### config.mk
export PLATFORM = sky130hd
export DESIGN_NAME = game_timer
export DESIGN_NICKNAME = d
export VERILOG_FILES = /design/src/rtl/game_timer_pkg.sv /design/src/rtl/game_timer_tick.sv /design/src/rtl/game_timer.sv
export SDC_FILE = /design/constraint.sdc
export NUM_CORES = 1
export LEC_CHECK = 0
export ABC_AREA = 1
export CORE_MARGIN = 4
export CORE_UTILIZATION = 49
export CTS_CLUSTER_DIAMETER = 60
export DETAILED_ROUTE_END_ITERATION = 8
export PLACE_DENSITY = 0.72
export SETUP_SLACK_MARGIN = 0.02
export SLEW_MARGIN = 5
export SYNTH_ARGS = -nofsm -noshare
export SYNTH_HDL_FRONTEND = slang
export SYNTH_SLANG_ARGS = --single-unit
### constraint.sdc
create_clock -name clk -period 1.8 [get_ports clk]
set_clock_uncertainty 0.2 [all_clocks]
set_input_delay 0.18 -clock clk [delete_from_list [all_inputs] [get_ports clk]]
set_output_delay 0.18 -clock clk [all_outputs]
set_load 0.005 [all_outputs]
### src/rtl/game_timer_pkg.sv
// Shared types and helpers for the match clock.
// Holds the FSM state enum, the BCD digit type, the packed MM:SS digit triple
// and the BCD countdown helper. The display decoder and the game FSM import
// the same digit type.
package game_timer_pkg;

    localparam int unsigned BCD_W = 4;

    typedef logic [BCD_W-1:0] bcd_t;

    typedef enum logic [1:0] {
        IDLE    = 2'd0,
        RUN     = 2'd1,
        PAUSED  = 2'd2,
        EXPIRED = 2'd3
    } state_e;

    // Packed MM:SS digit triple, minute digit in the top nibble.
    typedef struct packed {
        bcd_t mins;
        bcd_t tens;
        bcd_t ones;
    } mmss_t;

    localparam bcd_t SEC_TENS_MAX = 4'd5;
    localparam bcd_t DIGIT_MAX    = 4'd9;

    // One-second BCD countdown, digit by digit with borrow into the next digit.
    function automatic mmss_t mmss_dec(input mmss_t v);
        mmss_t r;
        r = v;
        if (v.ones != '0) begin
            r.ones = v.ones - 4'd1;
        end else begin
            r.ones = DIGIT_MAX;
            if (v.tens != '0) begin
                r.tens = v.tens - 4'd1;
            end else begin
                r.tens = SEC_TENS_MAX;
                r.mins = v.mins - 4'd1;
            end
        end
        return r;
    endfunction

endpackage

### src/rtl/game_timer_tick.sv
// tick_gen: one-second prescaler for the match clock.
// Ports: clk, rst (sync, active-high), clr (zero the count), en (advance the
// count), tick (high for the cycle in which an enabled count sits at terminal
// count; the count wraps to 0 on that edge).
// With en low the count holds, so a partial second survives a pause, and a
// count frozen at terminal count produces its tick on the first enabled cycle.
module tick_gen #(
    parameter int unsigned CLK_FREQ_HZ = 50000000
) (
    input  logic clk,
    input  logic rst,
    input  logic clr,
    input  logic en,
    output logic tick
);

    localparam int unsigned CNT_W = (CLK_FREQ_HZ > 1) ? $clog2(CLK_FREQ_HZ) : 1;
    localparam logic [CNT_W-1:0] TC = CNT_W'(CLK_FREQ_HZ - 1);

    logic [CNT_W-1:0] count_q, count_d;

    assign tick = en && (count_q == TC);

    // Next count: clear wins over enable; wrap at terminal count.
    always_comb begin
        count_d = count_q;
        if (clr) begin
            count_d = '0;
        end else if (en) begin
            count_d = (count_q == TC) ? '0 : count_q + CNT_W'(1);
        end
    end

    always_ff @(posedge clk) begin
        if (rst) begin
            count_q <= '0;
        end else begin
            count_q <= count_d;
        end
    end

endmodule

### src/rtl/game_timer.sv
// game_timer: MM:SS BCD countdown match clock for the Pong game.
// Ports: clk, rst (sync, active-high); start/pause/load command pulses
// (priority rst > load > pause > start); min/sec_tens/sec_ones BCD digits;
// running/expired state decodes; done one-cycle pulse on reaching 00:00;
// warn low-time flag.
// Optional feature macro GAME_TIMER_WARN_EN: when defined, warn is high in
// RUN/PAUSED during the last 9 seconds and in EXPIRED; otherwise warn is 0.
module game_timer
    import game_timer_pkg::*;
#(
    parameter int unsigned CLK_FREQ_HZ = 50000000,
    parameter int unsigned START_MIN   = 3,
    parameter int unsigned START_SEC   = 0
) (
    input  logic       clk,
    input  logic       rst,
    input  logic       start,
    input  logic       pause,
    input  logic       load,
    output logic [3:0] min,
    output logic [3:0] sec_tens,
    output logic [3:0] sec_ones,
    output logic       running,
    output logic       expired,
    output logic       done,
    output logic       warn
);

    localparam mmss_t PRESET = '{
        mins: BCD_W'(START_MIN),
        tens: BCD_W'(START_SEC / 10),
        ones: BCD_W'(START_SEC % 10)
    };
    localparam logic PRESET_ZERO = (PRESET == '0);

    state_e state_q, state_d;
    mmss_t  digits_q, digits_d;
    mmss_t  digits_dec;
    logic   running_q, running_d;
    logic   expired_q, expired_d;
    logic   done_q, done_d;
    logic   tg_clr, tg_en, tick;

    tick_gen #(
        .CLK_FREQ_HZ(CLK_FREQ_HZ)
    ) u_tick_gen (
        .clk (clk),
        .rst (rst),
        .clr (tg_clr),
        .en  (tg_en),
        .tick(tick)
    );

    assign digits_dec = mmss_dec(digits_q);

    // Next state, digits and prescaler control.
    always_comb begin
        state_d  = state_q;
        digits_d = digits_q;
        done_d   = 1'b0;
        tg_clr   = 1'b0;
        tg_en    = 1'b0;
        if (load) begin
            state_d  = IDLE;
            digits_d = PRESET;
            tg_clr   = 1'b1;
        end else begin
            unique case (state_q)
                IDLE: begin
                    if (start) begin
                        tg_clr = 1'b1;
                        // A 00:00 preset has nothing to count: expire at once.
                        if (PRESET_ZERO) begin
                            state_d = EXPIRED;
                            done_d  = 1'b1;
                        end else begin
                            state_d = RUN;
                        end
                    end
                end
                RUN: begin
                    // Pause freezes the prescaler even at terminal count.
                    if (pause) begin
                        state_d = PAUSED;
                    end else begin
                        tg_en = 1'b1;
                        if (tick) begin
                            digits_d = digits_dec;
                            if (digits_dec == '0) begin
                                state_d = EXPIRED;
                                done_d  = 1'b1;
                            end
                        end
                    end
                end
                PAUSED: begin
                    if (start) begin
                        state_d = RUN;
                    end
                end
                EXPIRED: begin
                    state_d = EXPIRED;
                end
                default: begin
                    state_d = IDLE;
                end
            endcase
        end
        running_d = (state_d == RUN);
        expired_d = (state_d == EXPIRED);
    end

    always_ff @(posedge clk) begin
        if (rst) begin
            state_q   <= IDLE;
            digits_q  <= PRESET;
            running_q <= 1'b0;
            expired_q <= 1'b0;
            done_q    <= 1'b0;
        end else begin
            state_q   <= state_d;
            digits_q  <= digits_d;
            running_q <= running_d;
            expired_q <= expired_d;
            done_q    <= done_d;
        end
    end

`ifdef GAME_TIMER_WARN_EN
    logic warn_q, warn_d;

    // Low-time flag tracks the next digits so it changes on the same edge.
    always_comb begin
        warn_d = ((state_d == RUN) || (state_d == PAUSED)) &&
                 (digits_d.mins == '0) && (digits_d.tens == '0);
        if (state_d == EXPIRED) begin
            warn_d = 1'b1;
        end
    end

    always_ff @(posedge clk) begin
        if (rst) begin
            warn_q <= 1'b0;
        end else begin
            warn_q <= warn_d;
        end
    end

    assign warn = warn_q;
`else
    assign warn = 1'b0;
`endif

    assign min      = digits_q.mins;
    assign sec_tens = digits_q.tens;
    assign sec_ones = digits_q.ones;
    assign running  = running_q;
    assign expired  = expired_q;
    assign done     = done_q;

endmodule

* Word level (Yosys, flattened, before mapping) *
Index checks and enable logic that the tools add are counted.

word-level totals
  flip-flop bits (word level) = 43
  bits of input ports = 5
  output and inout bits = 16
  word-level logic and storage cells = 49

operators by class
  add/sub/neg operators = 4
  equal/unequal tests = 6
  muxes and demuxes = 18
  bitwise operators = 3
  reduce and logical (&&, ||, !) cells = 10

operators by type and width
  cell                                                 number
  adder 26 x 1 -> 26 bit, second input constant        1
  equality test 26 bit, second input constant          1
  2-to-1 mux 26 bit                                    1
  zero test 12 bit                                     1
  2-to-1 mux 4 bit                                     3
  subtractor 4 x 1 -> 4 bit, second input constant     3
  2-to-1 mux 2 bit                                     5
  2-to-1 mux 8 bit                                     1
  nonzero test 4 bit                                   2
  2-to-1 mux 1 bit                                     7
  equality test 2 bit, second input constant           3
  one-hot mux 2 bit (3 select lines)                   1
  OR reduction 2 bit                                   3
  OR reduction 5 bit                                   1
  equality test 2 x 1 -> 1 bit, second input constant  2
  inverter 1 bit                                       3
  AND reduction 3 bit                                  1
  zero test 2 bit                                      1
  logical AND 1 bit                                    1

* Longest topological paths before layout *
Gate-level depths: netlist (run 1).

  word-level depth = 10
  depth in mapped cells = 13
  depth with buffers taken out = 13

* By module *
Synthesis (run 1) repeated with hierarchy kept, for this count alone.

unflattened totals
  cell total of the unflattened synthesis = 376
  area, all modules = 2467.4 µm²

by module, submodules not included
  module      times used  cells each  area each (µm²)  sequential area each (µm²)
  tick_gen    1           239         1564.0           520.5
  game_timer  1           137         903.4            340.3

* Worst setup path after synthesis (run 1) *
No wires, ideal clock.

  kind = reg-to-reg
  start point = reg u_tick_gen.count_q[0]
  end point = reg digits_q, in the netlist sec_ones[1]
  arrival = 1.572 ns
  required time = 1.483 ns
  setup slack = -0.089 ns
  cell stages (with the launch flop) = 12
  path buffers = 0
  cell sequence = dfxtp_1 -> ha_1 -> nand2_1 -> nor2_1 -> nand2_2 -> nor2_8 -> nand2_4 -> nor2_8 -> inv_6 -> or2_4 -> nand2_1 -> a21oi_1

between the ends
  word-level cells in the longest chain between the ends = 3

RTL lines
  element                        RTL line               RTL
  start, declared                game_timer_tick.sv:20  logic [CNT_W-1:0] count_q, count_d;
  start signal, assigned         game_timer_tick.sv:38  count_q <= count_d;
  equality test 26 bit           game_timer_tick.sv:22  assign tick = en && (count_q == TC);
  logical AND 1 bit              game_timer_tick.sv:22
  AND reduction 3 bit (no line)  n/a
  end signal, assigned           game_timer.sv:122      digits_q <= digits_d;
  end, declared                  game_timer.sv:37       mmss_t digits_q, digits_d;

Every way passes these cells.
A chain may end at the register's enable or synchronous reset.

* Worst setup path in the final report (run 1) *
  start point = reg u_tick_gen.count_q[14]
  end point = reg u_tick_gen.count_q[25]

between the ends
  word-level cells in the longest chain between the ends = 2
  elaborated cells between the ends (all ways) = 3
  those cells by class = add/sub: 1; eq/ne: 1; mux: 1

RTL lines
  element                                                                RTL line               RTL
  adder 26 x 1 -> 26 bit / equality test 26 bit (equally long branches)  game_timer_tick.sv:30  count_d = (count_q == TC) ? '0 : count_q + CNT_W'(1);
  2-to-1 mux 26 bit (*)                                                  game_timer_tick.sv:30

Every way passes the cells marked *; elsewhere a longest branch is shown, timed or not.

==> flow_summary.ini, run 1 <==
[sta]
rsz0062_at_grt = yes
setup-violations-final = 25
fmax_mhz = 518.9
setup_ws_ns = -0.1271
slew_viol_final = 0
min_period_ns = 1.927
fin_crit_sh = 1.071
holdWs_ns = 0.2026
finalHoldViolations = 0

[floorplanning]
floorplan.die_area_um2 = 5944
dieHeight_um = 77.10
core_area_um2 = 4474
row_count = 24
start_util = 0.5229
die_w_um = 77.10
num_io_pins = 21

[synth]
synthArstFlopShare = 0
syn_area_per_cell_um2 = 7.069
synth.cell_area_um2 = 2340
post_synth_num_cell_types = 36
syn_inst = 331
synth_flop_cell = dfxtp_1
synth_fp_nets = 338
synth_edf_count = 0
ys_seq_area_frac = 0.3679
yosys_warnings = 0
yosys_register_bits = 43

[final_layout]
final_nets = 422
synthToLayoutAreaGrowth_pct = 46.26
mostFrequentLayoutCells = 52 x buf_4, 49 x nand2_1, 46 x inv_1
n_antenna_cell = 0
drive_gt1_frac = 0.3783
layout_commonest_cell = buf_4
fillers = 330
fin_area_um2 = 3422

[cts]
clk_latency_ns = 0.30
cts_buffers = 5
htree_num_levels = 2
clock_sinks = 43
cts_hold_buf = 0
cts_tree = built
cts-root-buf = clkbuf_8
cts.path.max_buffers = 2
clk_pin_slew_worst_paths_ns = 0.08

[pwr]
ir_drop_mv = 0.6627
cellPowerDensity_nw_per_um2 = 492.8
p_leak_nw = 1.479
p_total_mw = 1.687
p_int_mw = 1.299
p_sw_frac = 0.2300
p_clk_frac = 0.376
net-switching-power_uw = 387.9
seqPwrFrac = 0.566
comb_power_share = 0.058

[place]
portBuffers = 19
hpwl_um = 4347
place_area_um2 = 2947
place.gp.congestion = 0.8703

[route]
via_per_inst = 5.266
drc = 0
first_pass_iters = 4
wl_um = 6615
postRouteAntennaNets = 0
vias = 2459
drt-initial-drc-count = 120
wl_per_cell_um = 14.16

[critical_path]
worstSetupPathType = register to register
cp_slowest_cell = dfxtp_1
slowest_delay_ns = 0.39
crit_buf_inv = 1
path_max_fanout = 3
arrival_ns = 1.91
endpoint_kind = register
worstPathCellList = nand2_1 > inv_1 > nand3_1 > nor2_1 > nand4_1 > or2_0 > o21ai_0 > a21oi_1
cp.required_ns = 1.78
critical-path-top-delay-family = simple AND/OR/NAND/NOR gates
worst_setup_path_start_kind = register

[outcome]
status = finished with violations
violations = setup timing

[worst_hold_path]
hold_path_class = primary input to register

[grt]
grt_pass1_wl_um = 10200
grt_pass1_vias = 2285
grt_max_degree = 13
grt_overflow = 0
grt_use_total = 0.2063
antenna_found_initial = 0

[job]
drv_cap = 0
==> area by class of cell <==
cell class / instances / area, um2 / share of cell area
multi-input combinational: 233 / 1511 / 0.4417
tap: 52 / 65.06 / 0.01901
clock buffer: 6 / 82.58 / 0.02413
timing repair buffer: 79 / 681.9 / 0.1993
clock inverter: 1 / 5.005 / 0.001463
inverter: 53 / 206.4 / 0.06033
sequential: 43 / 869.6 / 0.2541
==> power groups by stage <==
stage / clock network, mW / registers [mW] / logic, mW
final: 0.634 / 0.955 / 0.0981
after global routing: 0.675 / 0.955 / 0.105
after CTS: 0.633 / 0.954 / 0.0847
after detailed placement: 0 / 0.977 / 0.0825
after global placement: 0 / 0.977 / 0.0809
after floorplan: 0 / 0.977 / 0.0377
==> worst register-to-register path, cell delays in order, from the launching register on <==
cell and delay, ns:
dfxtp_1 0.39, nand2_1 0.09, inv_1 0.10, nand3_1 0.17, nor2_1 0.15, nand4_1 0.19
or2_0 0.29, o21ai_0 0.18, a21oi_1 0.06
==> registers in the layout, indices dropped and copies added, names as in the netlist <==
signal	count
done	1
sec_ones	4
expired	1
u_tick_gen.count_q	26
min	4
sec_tens	4
state_q	2
running	1
==> path summary, 6_finish.rpt <==
| path | start | endpoint | slack (ns) | cells after the start |
|---|---|---|---|---|
| worst min-delay path | load | state_q[0] | 0.20 | 4 |
| worst max register to register | u_tick_gen.count_q[14] | u_tick_gen.count_q[25] | -0.13 | 8 |
| worst min register to register | u_tick_gen.count_q[20] | u_tick_gen.count_q[20] | 0.28 | 1 |
| worst max-delay path | u_tick_gen.count_q[14] | u_tick_gen.count_q[25] | -0.13 | 8 |
==> Yosys cell counts (5+ instances only) <==
| master | number | area [um2] |
|---|---|---|
| a21oi_1 | 19 | 95.09 |
| dfxtp_1 | 43 | 860.8 |
| inv_1 | 47 | 176.4 |
| inv_2 | 5 | 18.77 |
| nand2_1 | 61 | 229.0 |
| nand3_1 | 22 | 110.1 |
| nand4_1 | 7 | 43.79 |
| nor2_1 | 50 | 187.7 |
| nor2_4 | 5 | 56.30 |
| nor3_1 | 8 | 40.04 |
| nor3_2 | 5 | 50.05 |
| o21ai_0 | 13 | 65.06 |
| xor2_1 | 5 | 43.79 |
==> logic make-up (layout without fill, tap and decap cells) <==
kind of cell / count (synthesis) / after routing / share of synthesized area
buffers and inverters: 55 / 139 / 0.09519
XOR/XNOR: 7 / 7 / 0.02620
adder cells (fa/ha/maj): 2 / 2 / 0.01069
flip-flops: 43 / 43 / 0.3679
other: 1 / 1 / 0.001603
AND/OR/NAND/NOR: 178 / 178 / 0.3845
AO/OA/AOI/OAI: 45 / 45 / 0.1139
==> per-stage QoR <==
stage | setup WS, ns | TNS (ns) | cells | util
floorplan | -0.05650 | -0.05824 | 331 | -
global placement | -0.2697 | -8.377 | 445 | 0.6586
detailed placement | -0.3155 | -9.510 | 445 | 0.6586
CTS | -0.02143 | -0.04620 | 456 | 0.6966
global route | -0.2338 | -3.933 | 467 | 0.7648
finish | -0.1271 | -0.8555 | 467 | 0.7648
==> per-layer routing <==
layer	up-vias	global-route usage	share of wire
li1	1235	-	-
met1	1131	0.2690	0.43
met2	76	0.3502	0.49
met3	17	0.04801	0.050
met4	0	0.03737	0.026
met5	-	0	0
==> what timing repair did <==
item                       in CTS  in global routing
pin swaps                      10                 28
hold endpoints to repair        0                  0
resized for setup              16                 65
setup endpoints to repair      37                 37
buffers inserted                4                 11
Note: power is estimated with default switching activity, not from simulation.
==> run 2: changes to the inputs <==
ABC_CLOCK_PERIOD_IN_PS = 1800   (was not set)
==> results of run 2 <==
The final DEF is identical to that of run 1; final timing and power are the same.
